### src/rtl/mealy_fsm_pkg.sv
// Shared constants and state type for the BCD sequence detector.
package mealy_fsm_pkg;

  localparam int N       = 4;
  localparam int SEQ_LEN = 8;

  localparam logic [N-1:0] SEQ [0:SEQ_LEN-1] = '{
    4'd8, 4'd2, 4'd4, 4'd4, 4'd4, 4'd3, 4'd0, 4'd0
  };

  // Sk encodes k directly so the match index is the low three bits.
  typedef enum logic [3:0] {
    S0   = 4'd0,
    S1   = 4'd1,
    S2   = 4'd2,
    S3   = 4'd3,
    S4   = 4'd4,
    S5   = 4'd5,
    S6   = 4'd6,
    S7   = 4'd7,
    IDLE = 4'd8
  } state_e;

endpackage

### src/rtl/mealy_fsm.sv
// Mealy detector for the digit sequence SEQ, armed by start, one digit per clock.
module mealy_fsm
  import mealy_fsm_pkg::*;
(
  input  logic         clk,
  input  logic         asyn_n_rst,
  input  logic         start,
  input  logic [N-1:0] digit_in,
  output logic         sequence_detected
);

  state_e     state_q, state_d;
  logic [2:0] k;

  always_ff @(posedge clk or posedge asyn_n_rst) begin
    if (asyn_n_rst) state_q <= IDLE;
    else            state_q <= state_d;
  end

  always_comb begin
    state_d           = state_q;
    sequence_detected = 1'b0;
    k                 = state_q[2:0];
    if (start) begin
      state_d = S0;
    end else if (state_q != IDLE) begin
      if (state_q == S7 && digit_in == SEQ[SEQ_LEN-1]) begin
        sequence_detected = 1'b1;
        state_d           = S0;
      end else if (state_q != S7 && digit_in == SEQ[k]) begin
        state_d = state_e'(state_q + 4'd1);
      end else if (digit_in == SEQ[0]) begin
        // the only self-overlap of SEQ is its leading digit
        state_d = S1;
      end else begin
        state_d = S0;
      end
    end
  end

endmodule

### config.mk
export PLATFORM = sky130hd
export DESIGN_NAME = mealy_fsm
export DESIGN_NICKNAME = d
export VERILOG_FILES = /design/src/rtl/mealy_fsm_pkg.sv /design/src/rtl/mealy_fsm.sv
export SDC_FILE = /design/constraint.sdc
export NUM_CORES = 1
export LEC_CHECK = 0
export BUFFER_PORTS_ARGS = -buffer_cell sky130_fd_sc_hd__clkbuf_2
export CAP_MARGIN = 5
export CORE_AREA = 2 2 39 41
export DETAILED_ROUTE_END_ITERATION = 10
export DIE_AREA = 0 0 41 43
export PLACE_DENSITY_LB_ADDON = 0.3
export SYNTH_ARGS = -nofsm -noshare
export SYNTH_HDL_FRONTEND = slang
export SYNTH_SLANG_ARGS = --single-unit
export TNS_END_PERCENT = 1
### constraint.sdc
create_clock -name clk -period 3.87 [get_ports clk]
set_input_delay 0.1935 -clock clk [delete_from_list [all_inputs] [get_ports clk]]
set_output_delay 0.1935 -clock clk [all_outputs]
set_load 0.005 [all_outputs]
==> metrics.md <==
| Metric | Value |
|---|---|
| Status | `completed` |
| Post-synthesis net count | `56` |
| DRT iter0 DRCs | `10` |
| Total clock buffers created by CTS | `3` |
| WP data arrival | `2.01 ns` |
| Yosys cell types | `27` |
| Crit path capture | `state_q[0]` |
| Full die area | `1760 µm²` |
| Unrepaired setup endpoints after global routing | `no` |
| Post-Syn Instances | `45` |
| Worst setup startpoint | `state_q[0]` |
| Setup violations, final | `0` |
| Placed cells | `67` |
| Reg power frac | `34.8%` |
| Layout Skew | `0.00358 ns` |
| Post-synth top flop | `dfrtp_1` |
| Worst Reg-to-Reg Cells | `6` |
| Cell area after synthesis | `422 µm²` |
| Reg clk slew, reported paths | `0.04 ns` |
| Fillers | `146` |
| Post-synth EDFFs | `0` |
| Fin nets | `68` |
| Root Driver | `clkbuf_4` |
| Reg area | `101 µm²` |
| Final Total Pwr | `0.000127 W` |
| H-tree depth | `1` |
| Avg Inst Size Synth | `9.37 µm²` |
| Effective utilization at floorplan | `30.5%` |
| Switch Pwr | `0.0000349 W` |
| Area of the multi-input gates | `298 µm²` |
| Lkg Pwr | `0.191 nW` |
| Area grow syn2layout | `19.0%` |
| Fin. Hold Viols | `0` |
| Worst-Margin Slew | `0.315 ns` |
| Biggest register | `state_q` |
| # resized after CTS | `0` |
| Drt first pass iters | `4` |
| Regs by FF count | `state_q (4)` |
| Post-DP HPWL | `687 µm` |
| Clk network pwr share | `46.1%` |
| Slew Limit Fails | `0` |
| Worst Setup End Kind | `register` |
| Synthesis Warnings | `0` |
| Clock sinks | `4` |
| Largest net degree at the start of global routing | `9` |
| Worst r2r src | `state_q[0]` |
| Fin Hold WS | `0.231 ns` |
| Proportion of layout cells with a drive suffix above 1 | `26.8%` |
| Chip height | `43 µm` |
| Vias per inst | `5.06` |
| Critical path type | `register to register` |
| CTS tree | `yes` |
| Setup Total Neg Slack | `0 ns` |
| First-pass GRT wire length | `1360 µm` |
| Internal cell power | `0.0000925 W` |
| CP max FO | `7` |
| CP top delay family | `compound AO/OA/AOI/OAI gates` |
| Net Sw Frac | `27.4%` |
| Maximum clock frequency | `536 MHz` |
| Final ANT Viol Nets | `0` |
| Core Footprint | `1380 µm²` |
| Crit-path cells | `inv_1 -> ha_1 -> or2_0 -> a211oi_2 -> o211ai_2 -> a311oi_2` |
| DRT Wirelength | `871 µm` |
| Max Buffers Root-to-Sink | `2` |
| Post-route DRC violation count | `0` |
| Synth Register Bits | `4` |
| Vias | `364` |
| CP max-delay cell | `dfrtp_1` |
| Critical path depth in cells | `6` |
| Worst Hold Class | `input pin to register` |
| Worst hold stages | `2` |
| Clock Latency Late Sink | `0.24 ns` |
| Max_cap viols | `0` |
| Register area share after synthesis | `24.0%` |
| Io pins | `8` |
| Gr ovfl total | `0` |
| Critical R2R Capture | `state_q[0]` |
| Chip Width | `41 µm` |
| Initial antenna violation count | `0` |
| Ant. Diodes | `0` |
| WP buf/inv | `1` |
| R2R Setup Slk | `2.00 ns` |
| Flip-flop count of the largest register after layout | `4` |
| GP Congestion | `0.741` |
| Largest stage delay on the critical path | `0.46 ns` |
| GR Util All Layers | `10.9%` |
| DR WL/cell | `12.1 µm` |
| Combinational power share | `19.1%` |
| Non-Filler Instances | `72` |
| Worst path required time | `4.01 ns` |
| Startpoint types | `register` |
| Slew HR | `78.9%` |
| Share of flip-flops with an asynchronous set or reset | `100%` |
| Crit path time final | `1.87 ns` |
| Crit share post-route | `48.2%` |
| VDD IR-drop max | `0.119 mV` |
| Row Count | `14` |
| I/O Buffers | `7` |
| Vias in the first global route | `321` |
| Cell Pwr Density | `254 nW/µm²` |
| Final core occ | `36.3%` |
## cells in the final DEF (no fill, tap or decap), drive strengths merged, types with 2 or more instances in the layout
master  synthesis  layout
nor3            3       3
clkbuf          0      11
o32ai           2       2
nand3           2       2
inv             3       3
ha              4       4
nand2           3       3
o211ai          2       2
nor3b           2       2
xnor2           2       2
xor2            3       3
nand3b          2       2
dfrtp           3       3
or3             2       2
## final cells by class
type	count	area share, %
Inverter	3	2.24
Sequential cell	4	20.2
Timing Repair Buffer	8	8.98
Clock buffer	4	5.24
Tap cell	16	3.99
Multi-Input combinational cell	37	59.4
## per-layer routing
layer	global-route usage (%)	vias to the layer above	wire length, µm
li1	-	188	-
met1	15.4	167	414
met2	16.9	6	421
met3	0.524	3	20
met4	4.00	0	13
met5	0	-	0
## synth_stat cells, types with 2 or more instances
library cell | n | area (µm²)
inv_1 | 3 | 11.3
xor2_1 | 3 | 26.3
dfrtp_1 | 3 | 75.1
nor3b_1 | 2 | 15.0
ha_1 | 4 | 50.1
xnor2_1 | 2 | 17.5
nand3b_1 | 2 | 15.0
or3_1 | 2 | 12.5
nor3_1 | 3 | 15.0
nand3_1 | 2 | 10.0
nand2_1 | 3 | 11.3
## stage by stage
stage	area [µm²]	worst slack, ns
after floorplan	422	2.20
after global placement	465	2.00
after detailed placement	465	1.98
after CTS	502	1.97
after global routing	502	1.86
final	502	2.00
## worst min path at each step
stage | slack (ns) | to | start
global route | 0.27 | state_q[0] | start
detailed placement | 0.06 | state_q[0] | asyn_n_rst
finish | 0.23 | state_q[3] | start
floorplan | -0.04 | state_q[0] | asyn_n_rst
global placement | 0.06 | state_q[0] | asyn_n_rst
CTS | 0.23 | state_q[3] | start
## timing repair
| action | 4_1_cts | 5_1_grt |
|---|---|---|
| setup buffers | 0 | 0 |
| hold buffers | 1 | 0 |
| endpoints found under the setup margin | 0 | 0 |
| endpoints found under the hold margin | 3 | 0 |
## power by group through the flow
stage               clock network [W]  logic (W)  registers (W)
detailed placement                  0  0.0000236      0.0000450
global placement                    0  0.0000236      0.0000451
CTS                         0.0000583  0.0000245      0.0000445
global route                0.0000598  0.0000269      0.0000445
floorplan                           0  0.0000150      0.0000444
finish                      0.0000587  0.0000243      0.0000444
## cells by family after synthesis
| group | count (synthesis) | share of synthesized area, % |
|---|---|---|
| muxes | 1 | 2.37 |
| AOI/OAI and AO/OA | 8 | 19.9 |
| DFF | 4 | 24.0 |
| adders and majority gates | 4 | 11.9 |
| and+or+nand+nor | 19 | 26.1 |
| buffers and inverters | 4 | 5.34 |
| xor gates and xnor gates | 5 | 10.4 |
Power figures use the tool's default switching activity.
